File: config.mk
export PLATFORM = sky130hd
export DESIGN_NAME = tick_generator
export DESIGN_NICKNAME = d
export VERILOG_FILES = /design/src/rtl/tick_generator_pkg.sv /design/src/rtl/tick_generator_channel.sv /design/src/rtl/tick_generator.sv
export SDC_FILE = /design/constraint.sdc
export NUM_CORES = 1
export LEC_CHECK = 0
export BUFFER_PORTS_ARGS = -buffer_cell sky130_fd_sc_hd__buf_2
export CORE_MARGIN = 4
export CORE_UTILIZATION = 24
export DETAILED_ROUTE_END_ITERATION = 12
export SLEW_MARGIN = 10
export SYNTH_ARGS = -nofsm -noshare
export SYNTH_HDL_FRONTEND = slang
export SYNTH_SLANG_ARGS = --single-unit
File: constraint.sdc
create_clock -name clock -period 3.9 [get_ports clock]
set_input_delay 0.39 -clock clock [delete_from_list [all_inputs] [get_ports clock]]
set_output_delay 0.39 -clock clock [all_outputs]
set_load 0.1 [all_outputs]
File: src/rtl/tick_generator_pkg.sv
// Configuration constants for the tick generator.
//
// Holds the channel count, counter and fraction widths, and the reset
// divisors and fractions for the RTC and UART baud channels. The values are
// derived from the core clock frequency and the target rates.
//
// Contents:
//   tick_channels, tick_cnt_width, tick_frac_width - generator geometry
//   clk_divider_rtc, rtc_frac_init                 - RTC channel (ch0) defaults
//   clks_per_bit, baud_frac_init                   - UART bit channel (ch1) defaults
//   tick_cfg_type                                  - per-channel configuration record

package tick_generator_pkg;

  localparam int unsigned tick_channels   = 2;
  localparam int unsigned tick_cnt_width  = 16;
  localparam int unsigned tick_frac_width = 8;

  localparam longint unsigned clk_freq  = 64'd20_000_000;
  localparam longint unsigned rtc_rate  = 64'd32_768;
  localparam longint unsigned baud_rate = 64'd115_200;

  // The counter runs DIV+1 cycles per period, so the integer part of the
  // ratio is stored minus one.
  function automatic int unsigned ratio_div(input longint unsigned clk,
                                            input longint unsigned rate);
    return 32'((clk / rate) - 64'd1);
  endfunction

  // Fractional part of the ratio, scaled to the accumulator width.
  function automatic int unsigned ratio_frac(input longint unsigned clk,
                                             input longint unsigned rate);
    return 32'(((clk << tick_frac_width) / rate) % (64'd1 << tick_frac_width));
  endfunction

  localparam int unsigned clk_divider_rtc = ratio_div(clk_freq, rtc_rate);
  localparam int unsigned clks_per_bit    = ratio_div(clk_freq, baud_rate);
  localparam int unsigned rtc_frac_init   = ratio_frac(clk_freq, rtc_rate);
  localparam int unsigned baud_frac_init  = ratio_frac(clk_freq, baud_rate);

  typedef struct packed {
    logic [tick_cnt_width-1:0]  div;
    logic [tick_frac_width-1:0] frac;
    logic                       en;
  } tick_cfg_type;

endpackage

File: src/rtl/tick_generator_channel.sv
// One tick channel: down-counter, fractional accumulator and shadow config.
//
// Ports:
//   clock         - core clock, all state on rising edge
//   reset         - asynchronous, active-low reset
//   cfg_we        - write strobe for this channel's div/frac/en
//   cfg_div       - new divisor
//   cfg_frac      - new fraction
//   cfg_en        - new enable
//   restart       - reload counter with DIV, clear accumulator
//   restart_half  - reload counter with DIV>>1, clear accumulator
//   tick          - registered one-cycle pulse per period

module tick_generator_channel
  import tick_generator_pkg::*;
#(
  parameter int unsigned           CNT_WIDTH  = tick_cnt_width,
  parameter int unsigned           FRAC_WIDTH = tick_frac_width,
  parameter logic [CNT_WIDTH-1:0]  DIV_INIT   = '0,
  parameter logic [FRAC_WIDTH-1:0] FRAC_INIT  = '0,
  parameter logic                  EN_INIT    = 1'b1
) (
  input  logic                  clock,
  input  logic                  reset,
  input  logic                  cfg_we,
  input  logic [CNT_WIDTH-1:0]  cfg_div,
  input  logic [FRAC_WIDTH-1:0] cfg_frac,
  input  logic                  cfg_en,
  input  logic                  restart,
  input  logic                  restart_half,
  output logic                  tick
);

  logic [CNT_WIDTH-1:0]  div_q;
  logic [FRAC_WIDTH-1:0] frac_q;
  logic                  en_q;
  logic [CNT_WIDTH:0]    cnt_q;
  logic [FRAC_WIDTH-1:0] acc_q;
  logic                  tick_q;

  logic [CNT_WIDTH-1:0]  div_eff;
  logic [FRAC_WIDTH-1:0] frac_eff;
  logic                  fire;
  logic                  enable_rise;
  logic                  carry;
  logic [FRAC_WIDTH-1:0] acc_sum;
  logic [CNT_WIDTH:0]    load_full;
  logic [CNT_WIDTH:0]    load_half;

  // A write landing in the same cycle as a reload or restart is bypassed so
  // the load already uses the new divisor and fraction.
  always_comb begin
    div_eff          = cfg_we ? cfg_div : div_q;
    frac_eff         = cfg_we ? cfg_frac : frac_q;
    fire             = en_q && (cnt_q == '0);
    enable_rise      = cfg_we && cfg_en && !en_q;
    {carry, acc_sum} = {1'b0, acc_q} + {1'b0, frac_eff};
    load_full        = {1'b0, div_eff};
    load_half        = {2'b00, div_eff[CNT_WIDTH-1:1]};
  end

  // Load priority: half restart, then full restart (or re-enable), then the
  // periodic reload on a tick, then plain counting. A tick due in a restart
  // cycle is still emitted; only the counter load is overridden.
  always_ff @(posedge clock or negedge reset) begin
    if (!reset) begin
      div_q  <= DIV_INIT;
      frac_q <= FRAC_INIT;
      en_q   <= EN_INIT;
      cnt_q  <= {1'b0, DIV_INIT};
      acc_q  <= '0;
      tick_q <= 1'b0;
    end else begin
      tick_q <= fire;
      if (cfg_we) begin
        div_q  <= cfg_div;
        frac_q <= cfg_frac;
        en_q   <= cfg_en;
      end
      if (restart_half) begin
        cnt_q <= load_half;
        acc_q <= '0;
      end else if (restart || enable_rise) begin
        cnt_q <= load_full;
        acc_q <= '0;
      end else if (fire) begin
        cnt_q <= carry ? (load_full + 1'b1) : load_full;
        acc_q <= acc_sum;
      end else if (en_q) begin
        cnt_q <= cnt_q - 1'b1;
      end
    end
  end

  assign tick = tick_q;

endmodule

File: src/rtl/tick_generator.sv
// Multi-channel fractional clock-enable generator.
//
// Each channel emits a one-cycle tick every DIV+1 or DIV+2 cycles so that the
// average period is DIV+1+FRAC/2^FRAC_WIDTH. Channel 0 drives the RTC/mtime
// increment, channel 1 the UART bit timing.
//
// Ports:
//   reset         - asynchronous, active-low reset
//   clock         - core clock
//   cfg_we        - configuration write strobe
//   cfg_chan      - channel index for the write (unknown index: ignored)
//   cfg_div       - new divisor
//   cfg_frac      - new fraction
//   cfg_en        - new enable
//   restart       - per channel: reload with DIV, clear accumulator
//   restart_half  - per channel: reload with DIV>>1 (UART mid-bit)
//   tick          - per channel one-cycle pulse

module tick_generator
  import tick_generator_pkg::*;
#(
  parameter int unsigned                           CHANNELS   = tick_channels,
  parameter int unsigned                           CNT_WIDTH  = tick_cnt_width,
  parameter int unsigned                           FRAC_WIDTH = tick_frac_width,
  parameter logic [CHANNELS-1:0][CNT_WIDTH-1:0]    DIV_INIT   =
    {CNT_WIDTH'(clks_per_bit), CNT_WIDTH'(clk_divider_rtc)},
  parameter logic [CHANNELS-1:0][FRAC_WIDTH-1:0]   FRAC_INIT  =
    {FRAC_WIDTH'(baud_frac_init), FRAC_WIDTH'(rtc_frac_init)},
  parameter logic [CHANNELS-1:0]                   EN_INIT    = '1,
  localparam int unsigned CHAN_WIDTH = (CHANNELS > 1) ? $clog2(CHANNELS) : 1
) (
  input  logic                  reset,
  input  logic                  clock,
  input  logic                  cfg_we,
  input  logic [CHAN_WIDTH-1:0] cfg_chan,
  input  logic [CNT_WIDTH-1:0]  cfg_div,
  input  logic [FRAC_WIDTH-1:0] cfg_frac,
  input  logic                  cfg_en,
  input  logic [CHANNELS-1:0]   restart,
  input  logic [CHANNELS-1:0]   restart_half,
  output logic [CHANNELS-1:0]   tick
);

  logic [CHANNELS-1:0] chan_we;

  for (genvar c = 0; c < CHANNELS; c++) begin : g_chan
    // An index matching no channel produces no strobe, so the write is lost.
    assign chan_we[c] = cfg_we && (cfg_chan == CHAN_WIDTH'(c));

    tick_generator_channel #(
      .CNT_WIDTH (CNT_WIDTH),
      .FRAC_WIDTH(FRAC_WIDTH),
      .DIV_INIT  (DIV_INIT[c]),
      .FRAC_INIT (FRAC_INIT[c]),
      .EN_INIT   (EN_INIT[c])
    ) u_channel (
      .clock       (clock),
      .reset       (reset),
      .cfg_we      (chan_we[c]),
      .cfg_div     (cfg_div),
      .cfg_frac    (cfg_frac),
      .cfg_en      (cfg_en),
      .restart     (restart[c]),
      .restart_half(restart_half[c]),
      .tick        (tick[c])
    );
  end

endmodule
==> impl_metrics.yaml, run 1 <==
outcome:
  status: "finished, final reports clean"
floorplan:
  design.die.area_um2: 30900
  die_w_um: 176
  ios: 35
  start_util_pct: 24.3
  floorplan.core_area_um2: 27800
  die_height_um: 176
  placement_rows: 61
timing:
  tightest_slew_ps: 978
  period_minus_slack_ps: 3310
  final_critical_path_setup_slack_ps: 588
  totalNegativeSetupSlack_ps: 0
  peak_freq_ghz: 0.302
  finalHoldViolCount: 0
  grt_setup_unrepaired: "false"
  worst_case_clock_skew_ps: 14.2
  slew_violations: 0
  slew_headroom_pct: 34.6
  report.final.setup_viol: 0
  final_min_period_over_clock_period_pct: 84.9
worst_setup_path:
  worst-endpoint-required_ps: 4090
  path_class: "in -> reg"
  maximum_single_stage_delay_on_the_critical_path_ps: 400
  endpoint_kind: "flip-flop"
  worst_ep_arrival_time_ps: 3510
  timing.reg2reg.setup_slack_ps: 810
  cp_slowest_cell: "sky130_fd_sc_hd__a211oi_2"
  cp_max_fo: 9
  worst-r2r-cell-count: 10
  r2r_start: "g_chan[0].u_channel.frac_q[1]"
  cp_cell_sequence: "buf_2 > nand2b_2 > mux2_2 > ha_1 > inv_1 > fa_1 > nand2b_1 > a211oi_2 > o21ai_1 > nor4_1 > mux2_2 > nand2_1 > a221oi_1"
  critical_path.reg2reg.endpoint: "g_chan[0].u_channel.cnt_q[13]"
  startpoint_type: "input port"
  worst_path_most_repeated_cell: "sky130_fd_sc_hd__mux2_2"
global_route:
  overflow: 0
  grt_pass1_vias: 5851
  groute.usage.overall_pct: 13.4
  grt_max_degree: 60
  grt_antenna_before_repair: 1
  wire_length_of_the_first_global_routing_pass_mm: 33.0
cts:
  cts-htree-levels: 3
  cts_hold_repair.buffers: 0
  clk-insertion-delay-late_ps: 360
  post-cts-setup-buffers: 0
  tritoncts: "yes"
  cts-buffers-inserted: 9
  cts_num_sinks: 102
  clock_tree_root_buffer_cell: "sky130_fd_sc_hd__clkbuf_16"
  clk_transition_reported_paths_ps: 70
  clock_tree.buffer_depth: 2
  cts_repair_resize_count: 0
route:
  ant_nets: 0
  viasPerCell: 5.06
  route.detailed.drc: 0
  dr_total_vias: 6095
  first_iter_violations: 618
  dr.pass1.iters: 5
  routed_wire_length_per_instance_um: 17.2
  detailed_route_wire_length_mm: 20.7
logic_synthesis:
  synth-edff-count: 0
  synth.cell_area_um2: 6750
  postSynthAreaPerCell_um2: 8.57
  most_used_standard_cell_by_instance_count_after_synthesis: "sky130_fd_sc_hd__nand2_1"
  synth_fp_nets: 845
  yosys-top-cells-count: "109 x sky130_fd_sc_hd__nand2_1, 76 x sky130_fd_sc_hd__dfrtp_1, 72 x sky130_fd_sc_hd__nor2_1"
  synthArstFlopShare_pct: 100
  synth-seq-area-share_pct: 38.3
  top_area_cells_in_the_synthesized_netlist: "sky130_fd_sc_hd__dfrtp_1 28%, sky130_fd_sc_hd__dfstp_2 10%, sky130_fd_sc_hd__nand2_1 6.1%, sky130_fd_sc_hd__mux2i_1 4.2%, sky130_fd_sc_hd__a21oi_1 4.1%"
  yosys_warnings: 0
  netlist_instances: 788
  synth-main-ff-cell: "sky130_fd_sc_hd__dfrtp_1"
  synth_seq_cells: 102
  synthDistinctLibCells: 66
  synth.top_cell.area_share_pct: 28.2
  netlist.top_cell.by_area: "sky130_fd_sc_hd__dfrtp_1"
power:
  power.leakage_nw: 3.19
  report.power.total_w: 0.00304
  share_of_total_power_in_sequential_cells_pct: 43.9
  share_comb_of_total_power_pct: 23.3
  vdd_drop_max_mv: 0.201
  netSwitchingFraction_pct: 32.0
  pwr-share-clk_pct: 32.7
  internal_power_w: 0.00207
  power.switching_w: 0.000974
  power_density_over_the_cells_nw_per_um2: 393
flow_run:
  cap_violations: 0
placement:
  io_buffer_count: 34
  placed_cells: 1188
  gpl.final_weighted_congestion: 0.891
  pre_cts_ws_ps: 240
  hpwl_mm: 15.7
finish:
  finish.utilization_pct: 27.9
  fin_nets: 878
  stdcell_count: 1205
  synthToLayoutAreaGrowth_pct: 14.8
  layout-drive-gt1-share_pct: 16.0
hold_path:
  timing.hold.worst.class: "in -> async"
## power by group through the flow
stage / Sequential (W) / Combinational [W] / Clock, W
2_1_floorplan: 0.00132 / 0.000509 / 0
3_3_place_gp: 0.00135 / 0.000695 / 0
3_5_place_dp: 0.00135 / 0.000701 / 0
4_1_cts: 0.00133 / 0.000706 / 0.00102
5_1_grt: 0.00135 / 0.000794 / 0.00106
6_report: 0.00134 / 0.000710 / 0.000995
## final cells by class
cell class	count	area (um^2)
inverter	40	150
multi-input combinational	612	3880
tap	378	473
fill	3019	20000
antenna	1	2.50
clock inverter	6	93.8
clock buffer	10	229
timing repair buffer	56	338
sequential	102	2580
## routing by layer
layer  vias to the layer above  global-route usage, %  share of wire [%]
met5                         -                      0                  0
met4                         0                   4.65                2.8
met3                        41                   2.13                5.7
met2                       228                   22.5                 49
met1                      2889                   17.5                 43
li1                       2937                      -                  -
## stage by stage
step / cell area, um^2 / hold WS (ps)
floorplan: 6760 / 94.4
global placement: 7420 / 465
finish: 7750 / 112
CTS: 7750 / 147
detailed placement: 7420 / 473
global route: 7750 / 175
## cell families after synthesis
logic type	synth area share (%)
AOI/OAI and AO/OA	20.6
buffers and inverters	4.52
muxes	7.32
DFF	38.3
adders and majority gates	4.67
xor gates and xnor gates	3.76
and+or+nand+nor	20.8
## flip-flops by register name, summed over array words and instances, names as in the netlist
signal                   count
g_chan.u_channel.frac_q     16
g_chan.u_channel.cnt_q      34
g_chan.u_channel.en_q        2
g_chan.u_channel.tick        2
g_chan.u_channel.acc_q      16
g_chan.u_channel.div_q      32
## worst max-delay path, delay by kind of cell
kind                     cells  cell delay [ps]
AO/OA/AOI/OAI                3              750
adder cells (fa/ha/maj)      2              540
buffers and inverters        2              190
multiplexers                 2              660
AND/OR/NAND/NOR              4              960
## cell usage in the layout, fill, tap and decap left out, types with 5 or more instances in the layout
cell                        instances
sky130_fd_sc_hd__a211oi_1           7
sky130_fd_sc_hd__a21o_1             7
sky130_fd_sc_hd__a21oi_1           55
sky130_fd_sc_hd__a221oi_1          13
sky130_fd_sc_hd__a22oi_1            6
sky130_fd_sc_hd__a31oi_1           11
sky130_fd_sc_hd__and3_1             8
sky130_fd_sc_hd__buf_2             33
sky130_fd_sc_hd__buf_4             23
sky130_fd_sc_hd__clkbuf_16          9
sky130_fd_sc_hd__dfrtp_1           76
sky130_fd_sc_hd__dfstp_2           26
sky130_fd_sc_hd__ha_1              22
sky130_fd_sc_hd__inv_1             39
sky130_fd_sc_hd__mux2_2            19
sky130_fd_sc_hd__mux2i_1           28
sky130_fd_sc_hd__nand2_1          109
sky130_fd_sc_hd__nand2b_1           9
sky130_fd_sc_hd__nand3_1           24
sky130_fd_sc_hd__nand4_1           10
sky130_fd_sc_hd__nor2_1            72
sky130_fd_sc_hd__nor3_1            26
sky130_fd_sc_hd__nor4_1            11
sky130_fd_sc_hd__o211ai_1           9
sky130_fd_sc_hd__o21a_1             6
sky130_fd_sc_hd__o21ai_0           47
sky130_fd_sc_hd__o22ai_1            9
sky130_fd_sc_hd__o31ai_1            5
sky130_fd_sc_hd__or3_1              7
sky130_fd_sc_hd__xnor2_1           20
sky130_fd_sc_hd__xor2_1             9
## how the worst max path moves through the flow
stage               depth (start not counted)     start                             to  slack, ps
floorplan                                  17    cfg_we   g_chan[1].u_channel.cnt_q[3]          8
global placement                           13  cfg_chan  g_chan[0].u_channel.cnt_q[13]        330
detailed placement                         13  cfg_chan  g_chan[0].u_channel.cnt_q[13]        240
CTS                                        13  cfg_chan  g_chan[0].u_channel.cnt_q[13]        610
global route                               13  cfg_chan  g_chan[0].u_channel.cnt_q[13]        400
finish                                     13  cfg_chan  g_chan[0].u_channel.cnt_q[13]        590
Power figures use the tool's default switching activity.
==> run 2: changes to the inputs <==
--- a/config.mk
+++ b/config.mk
@@ -5,6 +5,7 @@
 export SDC_FILE = /design/constraint.sdc
 export NUM_CORES = 1
 export LEC_CHECK = 0
+export ABC_AREA = 1
 export BUFFER_PORTS_ARGS = -buffer_cell sky130_fd_sc_hd__buf_2
 export CORE_MARGIN = 4
 export CORE_UTILIZATION = 24
==> constraint.sdc (replaced) <==
create_clock -name clock -period 2.7 [get_ports clock]
set_input_delay 0.27 -clock clock [delete_from_list [all_inputs] [get_ports clock]]
set_output_delay 0.27 -clock clock [all_outputs]
set_load 0.1 [all_outputs]
==> impl_metrics.yaml, run 2 <==
placement:
  gpl.final_weighted_congestion: 0.863
  hpwl_mm: 15.7
  io_buffer_count: 34
  place_area_um2: 8240
logic_synthesis:
  post_synth_and_or_nand_nor_area_fraction_pct: 34.5
  top_area_cells_in_the_synthesized_netlist: "sky130_fd_sc_hd__dfrtp_1 26%, sky130_fd_sc_hd__nand2_1 18%, sky130_fd_sc_hd__dfstp_2 9.2%, sky130_fd_sc_hd__o21ai_0 6.2%, sky130_fd_sc_hd__nand3_1 6.2%"
  postSynthAreaPerCell_um2: 6.78
  synth-seq-area-share_pct: 35.0
  netlist.top_cell.by_area: "sky130_fd_sc_hd__dfrtp_1"
  synth-edff-count: 0
  netlist_instances: 1091
  synth-main-ff-cell: "sky130_fd_sc_hd__dfrtp_1"
  yosys_warnings: 0
  synthesized_area_fraction_occupied_by_xor_and_xnor_cells_pct: 2.96
  synth_compound_area_share_pct: 14.3
  most_used_standard_cell_by_instance_count_after_synthesis: "sky130_fd_sc_hd__nand2_1"
  synthDistinctLibCells: 44
  yosys-top-cells-count: "363 x sky130_fd_sc_hd__nand2_1, 119 x sky130_fd_sc_hd__inv_1, 92 x sky130_fd_sc_hd__o21ai_0"
  post_synth_fa_ha_maj_area_fraction_pct: 4.26
  synth.mux.area_fraction_pct: 0
  synth_top_family_by_area: "simple AND/OR/NAND/NOR gates"
  synth_fp_nets: 1148
  synthArstFlopShare_pct: 100
  synth.top_cell.area_share_pct: 25.7
  synth.cell_area_um2: 7390
  synth_seq_cells: 102
floorplan:
  start_util_pct: 24.2
  floorplan.core_area_um2: 30500
  design.die.area_um2: 33700
  die_height_um: 184
  ios: 35
  placement_rows: 64
  die_w_um: 184
timing:
  finalHoldViolCount: 0
  peak_freq_ghz: 0.409
  period_minus_slack_ps: 2450
  slew_violations: 0
  slew_headroom_pct: 51.4
  tightest_slew_ps: 730
  worst_case_clock_skew_ps: 14.0
  report.final.setup_viol: 0
  timing.hold.ws_ps: 210
  final_min_period_over_clock_period_pct: 90.6
  grt_setup_unrepaired: "false"
  totalNegativeSetupSlack_ps: 0
cts:
  cts-buffers-inserted: 9
  clock_tree_root_buffer_cell: "sky130_fd_sc_hd__clkbuf_16"
  clk-insertion-delay-late_ps: 370
  post-cts-setup-buffers: 0
  tritoncts: "yes"
  cts-htree-levels: 3
  clock_tree.buffer_depth: 2
  clk_transition_reported_paths_ps: 70
  cts_num_sinks: 102
worst_setup_path:
  worst_ep_arrival_time_ps: 2710
  cp_slowest_cell: "sky130_fd_sc_hd__dfstp_2"
  worst_path_most_repeated_cell: "sky130_fd_sc_hd__nand2_1"
  worst_path_dominant_cell_family: "simple AND/OR/NAND/NOR gates"
  worstPathBufferInverterCount: 2
  cp_cell_sequence: "nand2_1 > o21ai_2 > inv_1 > fa_1 > inv_2 > nand3_1 > nand2_2 > nand2_2 > nand2_4 > nand2_4 > nor2_4 > nand4_1 > nand3_1 > nand2_1 > nand2_1 > nand2_1 > nand2_1 > nand2_1"
  endpoint_kind: "flip-flop"
  path_class: "reg -> reg"
  cp_max_fo: 7
  critical_path.reg2reg.endpoint: "g_chan[0].u_channel.cnt_q[12]"
  worst-endpoint-required_ps: 2960
  maximum_single_stage_delay_on_the_critical_path_ps: 520
  timing.reg2reg.setup_slack_ps: 250
  startpoint_type: "flip-flop"
  worst-r2r-cell-count: 18
  r2r_start: "g_chan[0].u_channel.frac_q[1]"
finish:
  layout.cells.most_common: "sky130_fd_sc_hd__nand2_1"
  largest_reg_flops: 34
  synthToLayoutAreaGrowth_pct: 15.8
  layout-drive-gt1-share_pct: 15.8
  layout.cells.most_common_list: "358 x sky130_fd_sc_hd__nand2_1, 118 x sky130_fd_sc_hd__inv_1, 91 x sky130_fd_sc_hd__nand3_1"
  diodes: 0
  finish.utilization_pct: 28.1
  fill_cells: 3326
  reg.largest.list: "g_chan.u_channel.cnt_q x34, g_chan.u_channel.div_q x32"
  regMostFlops: "g_chan.u_channel.cnt_q"
  fin_nets: 1201
  fin_area_um2: 8570
route:
  dr.pass1.iters: 5
  viasPerCell: 4.60
  routed_wire_length_per_instance_um: 13.3
  dr_total_vias: 7113
  ant_nets: 0
  detailed_route_wire_length_mm: 20.5
  wl_met3_um: 887
  route.detailed.drc: 0
  route.met2.wl_mm: 9.28
  first_iter_violations: 449
  wirelength_met1_mm: 9.98
  highest_layer: "met5"
hold_path:
  timing.hold.worst.class: "in -> reg"
  holdCritStartpoint: "cfg_frac[0]"
  worst_hold_path.endpoint: "g_chan[0].u_channel.frac_q[0]"
  whs_path_depth: 3
global_route:
  wire_length_of_the_first_global_routing_pass_mm: 34.8
  overflow: 0
  grt_max_degree: 55
  groute.usage.overall_pct: 12.5
  grt_antenna_before_repair: 2
  grt_pass1_vias: 6937
flow_run:
  cap_violations: 0
power:
  power_density_over_the_cells_nw_per_um2: 515
  vdd_drop_max_mv: 0.257
  power.leakage_nw: 4.09
outcome:
  status: "finished, final reports clean"
==> run 2: changes by cell type after synthesis, sizes merged, moves of 15 or more <==
cell   change
nand2    +273
inv       +87
nand3     +69
o21ai     +69
mux2i     -28
mux2      -19
nor3      -17
a21oi     -15
==> run 2: cell families after synthesis <==
logic type / after synthesis
flip-flops: 102
buffers and inverters: 162
adder cells (fa/ha/maj): 24
XOR/XNOR: 25
AND/OR/NAND/NOR: 595
AO/OA/AOI/OAI: 183
==> run 2: final cells by class <==
class	count	area (um^2)	share of cell area, %
timing repair buffer	77	523	6.11
multi-input combinational	827	4180	48.7
clock inverter	6	68.8	0.803
tap	396	495	5.78
clock buffer	10	239	2.79
sequential	102	2580	30.2
inverter	127	479	5.59
==> run 2: metal layers <==
layer | GRT usage [%] | vias to the layer above
li1 | - | 3621
met1 | 17.4 | 3322
met2 | 19.8 | 144
met3 | 2.39 | 22
met4 | 3.67 | 4
met5 | 0 | -
==> run 2: timing repair <==
item / CTS / global route
hold buffers: 1 / 0
setup endpoints to repair: 0 / 11
gates resized for setup: 0 / 4
hold endpoints to repair: 18 / 0
==> run 2: how the worst max path moves through the flow <==
stage	startpoint	to	slack [ps]	cells past startpoint
3_5_place_dp	cfg_chan	g_chan[0].u_channel.cnt_q[16]	-140	18
4_1_cts	g_chan[0].u_channel.frac_q[1]	g_chan[0].u_channel.cnt_q[16]	70	14
2_1_floorplan	cfg_chan	g_chan[0].u_channel.cnt_q[12]	-8	23
6_report	g_chan[0].u_channel.frac_q[1]	g_chan[0].u_channel.cnt_q[12]	250	18
3_3_place_gp	cfg_chan	g_chan[0].u_channel.cnt_q[16]	-70	18
5_1_grt	g_chan[0].u_channel.frac_q[1]	g_chan[0].u_channel.cnt_q[14]	5	19
==> run 2: tightest hold or removal path: stages <==
cell	delay (ps)
sky130_fd_sc_hd__buf_2	90
sky130_fd_sc_hd__inv_1	90
sky130_fd_sc_hd__o21ai_2	80
==> run 2: report_power, final <==
part | switching (W) | total (W) | internal, W
clock | 0.000647 | 0.00140 | 0.000750
sequential | 0.000121 | 0.00187 | 0.00175
combinational | 0.000747 | 0.00115 | 0.000402
total | 0.00152 | 0.00441 | 0.00290
==> run 2: stage by stage <==
step	worst slack (ps)	total power, W	std cells
after floorplan	-8.49	0.00269	1091
after global placement	-67.0	0.00302	1528
after detailed placement	-139	0.00304	1528
after CTS	65.7	0.00446	1545
after global routing	4.75	0.00472	1545
final	253	0.00441	1545
==> run 3: changes to the inputs <==
--- a/config.mk
+++ b/config.mk
@@ -7,6 +7,7 @@
 export LEC_CHECK = 0
 export ABC_AREA = 1
 export BUFFER_PORTS_ARGS = -buffer_cell sky130_fd_sc_hd__buf_2
+export CORE_ASPECT_RATIO = 1.5
 export CORE_MARGIN = 4
 export CORE_UTILIZATION = 24
 export DETAILED_ROUTE_END_ITERATION = 12
==> constraint.sdc (replaced) <==
create_clock -name clock -period 3.1 [get_ports clock]
set_input_delay 0.31 -clock clock [delete_from_list [all_inputs] [get_ports clock]]
set_output_delay 0.31 -clock clock [all_outputs]
set_load 0.1 [all_outputs]
==> impl_metrics.yaml, run 3 (same netlist as run 2, synthesis figures left out) <==
flow_run:
  cap_violations: 0
route:
  ant_nets: 0
  detailed_route_wire_length_mm: 20.3
  first_iter_violations: 439
  viasPerCell: 4.46
  dr.pass1.iters: 5
  routed_wire_length_per_instance_um: 13.2
  route.detailed.drc: 0
  dr_total_vias: 6821
floorplan:
  placement_rows: 78
  design.die.area_um2: 33700
  start_util_pct: 24.4
  ios: 35
  die_w_um: 151
  die_height_um: 223
  floorplan.core_area_um2: 30400
placement:
  gpl.final_weighted_congestion: 0.870
  hpwl_mm: 16.0
  placed_cells: 1515
  io_buffer_count: 34
global_route:
  grt_antenna_before_repair: 0
  overflow: 0
  wire_length_of_the_first_global_routing_pass_mm: 34.1
  groute.usage.overall_pct: 12.6
  grt_pass1_vias: 6847
  grt_max_degree: 58
cts:
  clock_tree.buffer_depth: 2
  clock_tree_root_buffer_cell: "sky130_fd_sc_hd__clkbuf_16"
  cts-htree-levels: 3
  cts_num_sinks: 102
  cts_hold_repair.buffers: 0
  cts-buffers-inserted: 9
  cts_repair_resize_count: 0
  clk_transition_reported_paths_ps: 60
  post-cts-setup-buffers: 0
  tritoncts: "yes"
  clk-insertion-delay-late_ps: 360
finish:
  fin_nets: 1183
  area_of_the_multi_input_gates_um2: 4140
  synthToLayoutAreaGrowth_pct: 13.1
  diodes: 0
  seq_area_um2: 2580
  reg.largest.list: "g_chan.u_channel.cnt_q x34, g_chan.u_channel.div_q x32"
  layout.cells.most_common_list: "362 x sky130_fd_sc_hd__nand2_1, 119 x sky130_fd_sc_hd__inv_1, 92 x sky130_fd_sc_hd__o21ai_0"
  layout.cells.most_common: "sky130_fd_sc_hd__nand2_1"
  layout-drive-gt1-share_pct: 13.4
  fill_cells: 3311
  largest_reg_flops: 34
  stdcell_count: 1531
  regMostFlops: "g_chan.u_channel.cnt_q"
outcome:
  status: "finished, final reports clean"
worst_setup_path:
  cp_cell_sequence: "nand2_1 > o21ai_0 > inv_1 > fa_1 > inv_1 > nand3_1 > nand2_1 > nand2_1 > nand2_2 > nand2_1 > nor2_4 > nand4_1 > nand3_1 > nand2_1 > nand2_1 > nand2_1 > nand2_1 > nand2_1"
  worst-endpoint-required_ps: 3350
  endpoint_kind: "flip-flop"
  worst_path_dominant_cell_family: "simple AND/OR/NAND/NOR gates"
  cp_slowest_cell: "sky130_fd_sc_hd__dfstp_2"
  worst_path_most_repeated_cell: "sky130_fd_sc_hd__nand2_1"
  worstPathBufferInverterCount: 2
  cp_max_fo: 7
  worst_ep_arrival_time_ps: 2890
  path_class: "reg -> reg"
  startpoint_type: "flip-flop"
  maximum_single_stage_delay_on_the_critical_path_ps: 520
power:
  netSwitchingFraction_pct: 33.7
  share_comb_of_total_power_pct: 26.2
  vdd_drop_max_mv: 0.258
  power.switching_w: 0.00124
  power_density_over_the_cells_nw_per_um2: 440
  power.leakage_nw: 3.97
  pwr-share-clk_pct: 29.6
  internal_power_w: 0.00244
  share_of_total_power_in_sequential_cells_pct: 44.2
timing:
  peak_freq_ghz: 0.379
  timing.hold.ws_ps: 41.3
  worst_case_clock_skew_ps: 6.87
  slew_violations: 0
  final_min_period_over_clock_period_pct: 85.2
  tightest_slew_ps: 783
  slew_headroom_pct: 47.8
  finalHoldViolCount: 0
  report.final.setup_viol: 0
  period_minus_slack_ps: 2640
  grt_setup_unrepaired: "false"
  totalNegativeSetupSlack_ps: 0
hold_path:
  timing.hold.worst.class: "in -> async"
-- run 3: changes by cell type in the layout (fill, tap and decap cells not counted), sizes merged --
cell and change:
clkinv -2, bufinv -1, inv -1, dlygate4sd3 -1
buf -17, clkbuf +5, clkinvlp -1
-- run 3: area by class of cell --
class,instances,share of cell area (%)
clock inverters,1,0.0599
multi-input cells,827,49.5
repair buffers,59,4.61
clock buffers,15,3.20
inverters,127,5.70
well taps,400,5.99
flip-flops and latches,102,30.9
-- run 3: power by group through the flow --
stage / Clock [W] / Combinational, W / Sequential [W]
4_1_cts: 0.00114 / 0.000970 / 0.00162
3_5_place_dp: 0 / 0.000963 / 0.00164
2_1_floorplan: 0 / 0.000713 / 0.00162
6_report: 0.00109 / 0.000963 / 0.00162
3_3_place_gp: 0 / 0.000954 / 0.00164
5_1_grt: 0.00119 / 0.00111 / 0.00164
-- run 3: path summary, 6_finish.rpt --
| path | from | endpoint | slack (ps) | depth (start not counted) |
|---|---|---|---|---|
| max | g_chan[0].u_channel.frac_q[1] | g_chan[0].u_channel.cnt_q[12] | 460 | 18 |
| min | reset | g_chan[0].u_channel.acc_q[2] | 40 | 1 |
| max reg2reg | g_chan[0].u_channel.frac_q[1] | g_chan[0].u_channel.cnt_q[12] | 460 | 18 |
| min reg2reg | g_chan[1].u_channel.cnt_q[3] | g_chan[1].u_channel.cnt_q[3] | 480 | 2 |
| max in group asynchronous | reset | g_chan[0].u_channel.div_q[9] | 2280 | 2 |
| min in group clock | cfg_en | g_chan[0].u_channel.en_q | 240 | 3 |
-- run 3: per-stage QoR --
step	total power, W	setup slack (ps)	area [um^2]	utilization (%)
floorplan	0.00234	74.5	7400	-
global placement	0.00260	185	8090	26.7
detailed placement	0.00261	114	8090	26.7
CTS	0.00373	458	8360	27.5
global route	0.00395	172	8360	27.5
finish	0.00368	459	8360	27.5
-- run 3: per-layer routing --
layer  vias to the layer above  track usage [%]  share of wire, %
li1                       3588                -                 -
met1                      3085             13.6                40
met2                       106             23.9                55
met3                        42             1.56               2.1
met4                         0             5.53               3.2
met5                         -                0                 0
